## src/rtl/drip_pkg.sv

```systemverilog
// Shared definitions for the drip zone counter.
//   bcd_digit_t  - one BCD decade (0..9)
//   BCD_MAX      - largest legal decade value
//   SYNC_STAGES  - depth of the pulse synchroniser
//   clamp_digit  - saturates a limit digit to 9
//   bcd_step     - next value of a decade given its carry-in
package drip_pkg;

    typedef logic [3:0] bcd_digit_t;

    localparam bcd_digit_t BCD_MAX     = 4'd9;
    localparam int         SYNC_STAGES = 2;

    function automatic bcd_digit_t clamp_digit(input bcd_digit_t d);
        return (d > BCD_MAX) ? BCD_MAX : d;
    endfunction

    function automatic bcd_digit_t bcd_step(input bcd_digit_t d, input logic cin);
        if (!cin) return d;
        return (d >= BCD_MAX) ? '0 : d + 4'd1;
    endfunction

endpackage

```

## src/rtl/drip_bcd_digit.sv

```systemverilog
// One BCD decade of a drip counter.
//   clk, reset_n - clock, async active-low reset
//   inc          - channel-wide increment request
//   carry_in     - all lower decades are at 9 (tie high for decade 0)
//   clear        - synchronous load of zero, overrides inc
//   value        - current decade value
//   carry_out    - carry_in and this decade at 9
module drip_bcd_digit
    import drip_pkg::*;
(
    input  logic       clk,
    input  logic       reset_n,
    input  logic       inc,
    input  logic       carry_in,
    input  logic       clear,
    output bcd_digit_t value,
    output logic       carry_out
);

    assign carry_out = carry_in && (value == BCD_MAX);

    always_ff @(posedge clk or negedge reset_n) begin
        if (!reset_n)
            value <= '0;
        else if (clear)
            value <= '0;
        else if (inc)
            value <= bcd_step(value, carry_in);
    end

endmodule

```

## src/rtl/drip_zone_counter.sv

```systemverilog
// Multi-channel BCD drip counter with shared limit and enable.
//   clk, reset_n - clock, async active-low reset
//   pulse        - raw per-channel drip sensor inputs (asynchronous)
//   clear        - per-channel synchronous clear of count/done/overflow
//   enable       - global count enable; edges seen while low are dropped
//   limit        - shared BCD terminal count (0 = unlimited)
//   count        - per-channel BCD count, channel 0 in the low bits
//   done         - per-channel sticky limit-reached flag
//   overflow     - per-channel one-cycle wrap / discarded-edge strobe
module drip_zone_counter
    import drip_pkg::*;
#(
    parameter int CHANNELS = 4,
    parameter int DIGITS   = 2,
    parameter int WRAP     = 0
) (
    input  logic                         clk,
    input  logic                         reset_n,
    input  logic [CHANNELS-1:0]          pulse,
    input  logic [CHANNELS-1:0]          clear,
    input  logic                         enable,
    input  logic [DIGITS*4-1:0]          limit,
    output logic [CHANNELS*DIGITS*4-1:0] count,
    output logic [CHANNELS-1:0]          done,
    output logic [CHANNELS-1:0]          overflow
);

    localparam int CW = DIGITS * 4;

    logic [CW-1:0] lim;
    logic          lim_zero;

    for (genvar d = 0; d < DIGITS; d++) begin : g_lim
        assign lim[d*4 +: 4] = clamp_digit(limit[d*4 +: 4]);
    end
    assign lim_zero = (lim == '0);

    for (genvar ch = 0; ch < CHANNELS; ch++) begin : g_ch
        logic [SYNC_STAGES-1:0] sync_q;
        logic                   prev_q;
        logic                   edge_q;
        logic [CW-1:0]          cur;
        logic [CW-1:0]          nxt;
        logic [DIGITS:0]        carry;
        logic                   take;
        logic                   hit;
        logic                   past;
        logic                   inc_en;
        logic                   load_zero;
        logic                   set_done;
        logic                   ovf_nxt;
        logic                   done_q;
        logic                   ovf_q;

        // Edge strobe is registered so a pulse sampled at edge N counts at N+3.
        always_ff @(posedge clk or negedge reset_n) begin
            if (!reset_n) begin
                sync_q <= '0;
                prev_q <= 1'b0;
                edge_q <= 1'b0;
            end else begin
                sync_q <= {sync_q[SYNC_STAGES-2:0], pulse[ch]};
                prev_q <= sync_q[SYNC_STAGES-1];
                edge_q <= sync_q[SYNC_STAGES-1] & ~prev_q;
            end
        end

        assign carry[0] = 1'b1;

        for (genvar d = 0; d < DIGITS; d++) begin : g_dig
            drip_bcd_digit u_digit (
                .clk       (clk),
                .reset_n   (reset_n),
                .inc       (inc_en),
                .carry_in  (carry[d]),
                .clear     (clear[ch] | load_zero),
                .value     (cur[d*4 +: 4]),
                .carry_out (carry[d+1])
            );
            assign nxt[d*4 +: 4] = bcd_step(cur[d*4 +: 4], carry[d]);
        end

        assign take = edge_q & enable & ~clear[ch];
        assign hit  = (nxt == lim);
        // Covers a limit lowered below the running count as well as saturation.
        assign past = (cur >= lim);

        always_comb begin
            inc_en    = 1'b0;
            load_zero = 1'b0;
            set_done  = 1'b0;
            ovf_nxt   = 1'b0;
            if (take) begin
                if (lim_zero) begin
                    inc_en  = 1'b1;
                    ovf_nxt = carry[DIGITS];
                end else if ((WRAP != 0) && (hit || past)) begin
                    load_zero = 1'b1;
                    set_done  = 1'b1;
                    ovf_nxt   = 1'b1;
                end else if (past) begin
                    set_done = 1'b1;
                    ovf_nxt  = 1'b1;
                end else begin
                    inc_en   = 1'b1;
                    set_done = hit;
                end
            end
        end

        always_ff @(posedge clk or negedge reset_n) begin
            if (!reset_n) begin
                done_q <= 1'b0;
                ovf_q  <= 1'b0;
            end else if (clear[ch]) begin
                done_q <= 1'b0;
                ovf_q  <= 1'b0;
            end else begin
                done_q <= done_q | set_done;
                ovf_q  <= ovf_nxt;
            end
        end

        assign count[ch*CW +: CW] = cur;
        assign done[ch]           = done_q;
        assign overflow[ch]       = ovf_q;
    end

endmodule

```

## config.mk

```make
export PLATFORM = sky130hd
export DESIGN_NAME = drip_zone_counter
export DESIGN_NICKNAME = d
export VERILOG_FILES = /design/src/rtl/drip_pkg.sv /design/src/rtl/drip_bcd_digit.sv /design/src/rtl/drip_zone_counter.sv
export SDC_FILE = /design/constraint.sdc
export NUM_CORES = 1
export LEC_CHECK = 0
export ABC_CLOCK_PERIOD_IN_PS = 2800
export CAP_MARGIN = 15
export CORE_MARGIN = 3
export CORE_UTILIZATION = 30
export DETAILED_ROUTE_END_ITERATION = 7
export HOLD_SLACK_MARGIN = 0.06
export PLACE_DENSITY = 0.5
export SLEW_MARGIN = 20
export SYNTH_ARGS = -nofsm -noshare
export SYNTH_HDL_FRONTEND = slang
export SYNTH_HIERARCHICAL = 1
export SYNTH_SLANG_ARGS = --single-unit
```

## constraint.sdc

```tcl
create_clock -name clk -period 2.8 [get_ports clk]
set_clock_uncertainty 0.05 [all_clocks]
set_input_delay 0.56 -clock clk [delete_from_list [all_inputs] [get_ports clk]]
set_output_delay 0.56 -clock clk [all_outputs]
set_load 0.01 [all_outputs]
```

==> flow_summary.yaml <==
logic_synthesis:
  synthFlopType: "dfrtp_1"
  synth.distinct_cells: 68
  async_reset_ff_share_pct: 100.0
  seq_area_frac_synth_pct: 26.91
  synth_edf_count: 0
  ys_top_cells_by_area: "dfrtp_1 27%, ha_1 19%, inv_1 3.8%"
  synth_warnings: 6
  netlist_instances: 591
  yosys.area.top_type: "dfrtp_1"
  syn-cell-area_sq_um: 5207
  ys_ff_latch: 56
  synth_area_per_cell_sq_um: 8.811
  synth_top_area_share_pct: 26.91
grt:
  gr-total-overflow: 0
  grt_pass1_wl_um: 24480
  track_usage_pct: 16.10
  grt_pass1_vias: 4910
  antenna_found_initial: 0
  grt_max_degree: 30
power:
  combPwrFrac_pct: 17.0
  pwr-share-clk_pct: 36.1
  leakage_nw: 3.150
  intPower_w: 0.001299
  power_density_nw_per_um2: 246.1
  p_seq_share_pct: 47.0
  switchingPower_w: 0.0004632
  swShare_pct: 26.28
  ir_drop_mv: 0.2161
drt:
  avgRoutedWirePerCell_um: 15.45
  vias: 4977
  firstDrtPassIters: 5
  postRouteAntennaNets: 0
  via_per_inst: 5.131
  drc: 0
  drt_iter0_markers: 238
  wirelength_um: 14990
critical_path:
  cp_max_fo: 6
  worstSetupPathType: "in2reg"
  cp.arrival_ps: 2920
  startpoint_type: "primary input"
  crit_path_max_incr_delay_ps: 480
  endpoint_kind: "register"
  path_cells: "buf_2 -> o21a_1 -> nor2_4 -> buf_6 -> ha_1 -> a21o_1 -> a21oi_2 -> o31a_1 -> o21ai_2 -> a21oi_4 -> nand2_2 -> or4_4 -> a21oi_2"
  crit_slowest_cell: "or4_4"
  cp.required_ps: 2980
  crit_top_cell: "a21oi_2"
  reg2reg_depth: 9
timing:
  worstMarginPinSlew_ps: 870.5
  finalCriticalPeriod_ps: 2736
  hold_viol: 0
  period_share_pct: 97.72
  max_freq_mhz: 365.5
  drv_slew: 0
  rsz0062_at_grt: "yes"
  relSlewSlack_pct: 41.23
  setup_violations: 0
floorplanning:
  die_area_sq_um: 18980
  rows: 47
  die_x_um: 137.8
  ioPinCount: 59
  die_h_um: 137.8
  core_sq_um: 16760
  initial_utilization_pct: 31.07
placement:
  numPortBuffers: 58
  gp_congestion: 0.8306
  dp_cells: 953
  place_hpwl_um: 11470
clocking:
  ctsLongestPathBuffers: 2
  clock_latency_ps: 300
  numCtsBuffers: 5
  cts_tree: "built"
  cts_root_buf: "clkbuf_16"
  cts_max_level: 2
  cts_sinks: 56
  path_clk_slew_ps: 70
layout:
  area_delta_synth_final_pct: 37.53
  fill_cells: 1650
  drive_gt1_share_pct: 24.00
  antenna_cells: 0
  fin_nets: 848
  fin_cells: 970
  fin_util_pct: 42.73
run_status:
  status: "complete, no violations"
hold_path:
  hp-class: "reg2reg"
  whs_path_depth: 0
run:
  maxCapViolations: 0
==> placed cells by master (no fill, tap or decap), types with 10 or more instances in the layout <==
cell type        instances
nor3_1                  12
a211o_1                 10
clkdlybuf4s50_1         49
nor3b_1                 16
a21oi_2                 14
nand2_1                 24
nand2b_1                18
conb_1                  12
a21oi_1                 20
inv_1                   51
xnor2_1                 11
ha_1                    73
buf_4                   91
nand3_1                 18
o21ai_1                 12
nor2_1                  36
o21ai_0                 22
dfrtp_1                 56
==> worst paths after layout <==
check | slack [ps] | to | startpoint
worst max-delay path | 60 | g_ch[2].g_dig[0].u_digit/value[3]$_DFFE_PN0P_ | limit[6]
worst min-delay path | 300 | g_ch[2].sync_q[1]$_DFF_PN0_ | g_ch[2].sync_q[0]$_DFF_PN0_
worst max register to register | 160 | g_ch[3].done_q$_DFF_PN0_ | g_ch[3].g_dig[0].u_digit/value[0]$_DFFE_PN0P_
worst min register to register | 300 | g_ch[2].sync_q[1]$_DFF_PN0_ | g_ch[2].sync_q[0]$_DFF_PN0_
max in group asynchronous | 1530 | g_ch[0].g_dig[1].u_digit/value[1]$_DFFE_PN0P_ | reset_n
min in group asynchronous | 560 | g_ch[3].g_dig[1].u_digit/value[3]$_DFFE_PN0P_ | reset_n
==> routing by layer <==
layer | wire length, um | GRT usage, % | vias up
met4 | 212 | 3.897 | 0
met2 | 7313 | 27.25 | 101
met3 | 641 | 2.885 | 13
met1 | 6821 | 21.30 | 2389
met5 | 0 | 0 | -
li1 | - | - | 2474
==> cell families after synthesis <==
logic type / after synthesis / share of synthesized area, %
AOI/OAI and AO/OA: 163 / 21.43
xor gates and xnor gates: 15 / 2.523
adders and majority gates: 80 / 19.22
buffers and inverters: 66 / 5.742
DFF: 56 / 26.91
muxes: 9 / 1.730
other: 1 / 0.07201
and+or+nand+nor: 201 / 22.37
==> power by group through the flow <==
stage	Sequential (W)	Clock, W	Combinational [W]
finish	0.000828	0.000635	0.000299
global route	0.000829	0.000707	0.000333
CTS	0.000828	0.000677	0.000283
detailed placement	0.000844	0	0.000263
global placement	0.000843	0	0.000259
floorplan	0.000844	0	0.000115
==> through the flow <==
| stage | instance area, sq um | hold WS (ps) | TNS (ps) | total power [W] | worst slack (ps) |
|---|---|---|---|---|---|
| 6_report | 7162 | 301.3 | 0 | 0.001762 | 63.84 |
| 3_3_place_gp | 6705 | 283.6 | -18920 | 0.001102 | -702.3 |
| 2_1_floorplan | 5315 | 214.4 | -213.8 | 0.0009593 | -213.3 |
| 5_1_grt | 7162 | 307.6 | -84.54 | 0.001869 | -36.88 |
| 4_1_cts | 6975 | 304.5 | 0 | 0.001787 | 0.9646 |
| 3_5_place_dp | 6705 | 287.3 | -20060 | 0.001106 | -719.0 |
==> synthesized netlist by cell type (all sizes together), types with 8 or more instances <==
| cell | instances |
|---|---|
| nor3 | 12 |
| dfrtp | 56 |
| ha | 80 |
| mux2i | 9 |
| buf | 9 |
| a22o | 8 |
| nor2 | 39 |
| o21ai | 37 |
| nor2b | 8 |
| nand2b | 22 |
| inv | 53 |
| xnor2 | 11 |
| nand3 | 18 |
| a32o | 9 |
| a211o | 10 |
| or4 | 12 |
| a21oi | 37 |
| nor3b | 17 |
| nand2 | 32 |
| and4b | 8 |
| a211oi | 11 |
==> state kept, by name, summed over array words and instances (netlist names) <==
register	flops
g_ch.done_q	4
g_ch.prev_q	4
g_ch.edge_q	4
g_ch.g_dig.u_digit/value	32
g_ch.sync_q	8
g_ch.ovf_q	4
==> final cells by class <==
type	instances	area [sq um]	share of cell area, %
Clock buffer	6	128.9	1.799
Clock inverter	2	16.27	0.2271
Inverter	53	203.9	2.848
Multi-Input combinational cell	480	3854	53.81
Sequential cell	56	1401	19.57
Tap cell	220	275.3	3.843
Timing Repair Buffer	153	1282	17.91
==> repair_timing <==
action | 4_1_cts | 5_1_grt
pin swaps | 22 | 40
hold endpoints to repair | 5 | 0
setup buffers | 3 | 5
setup endpoints to repair | 32 | 30
gates resized for setup | 35 | 43
hold buffers | 1 | 0
cloned | 0 | 0
==> critical path, delay by kind of cell <==
kind            cells  cell delay (ps)
compound gates      7             1120
fa+ha+maj           1              240
buf+inv             2              280
simple gates        3              720
No activity file was read; power rests on OpenSTA's default activity.
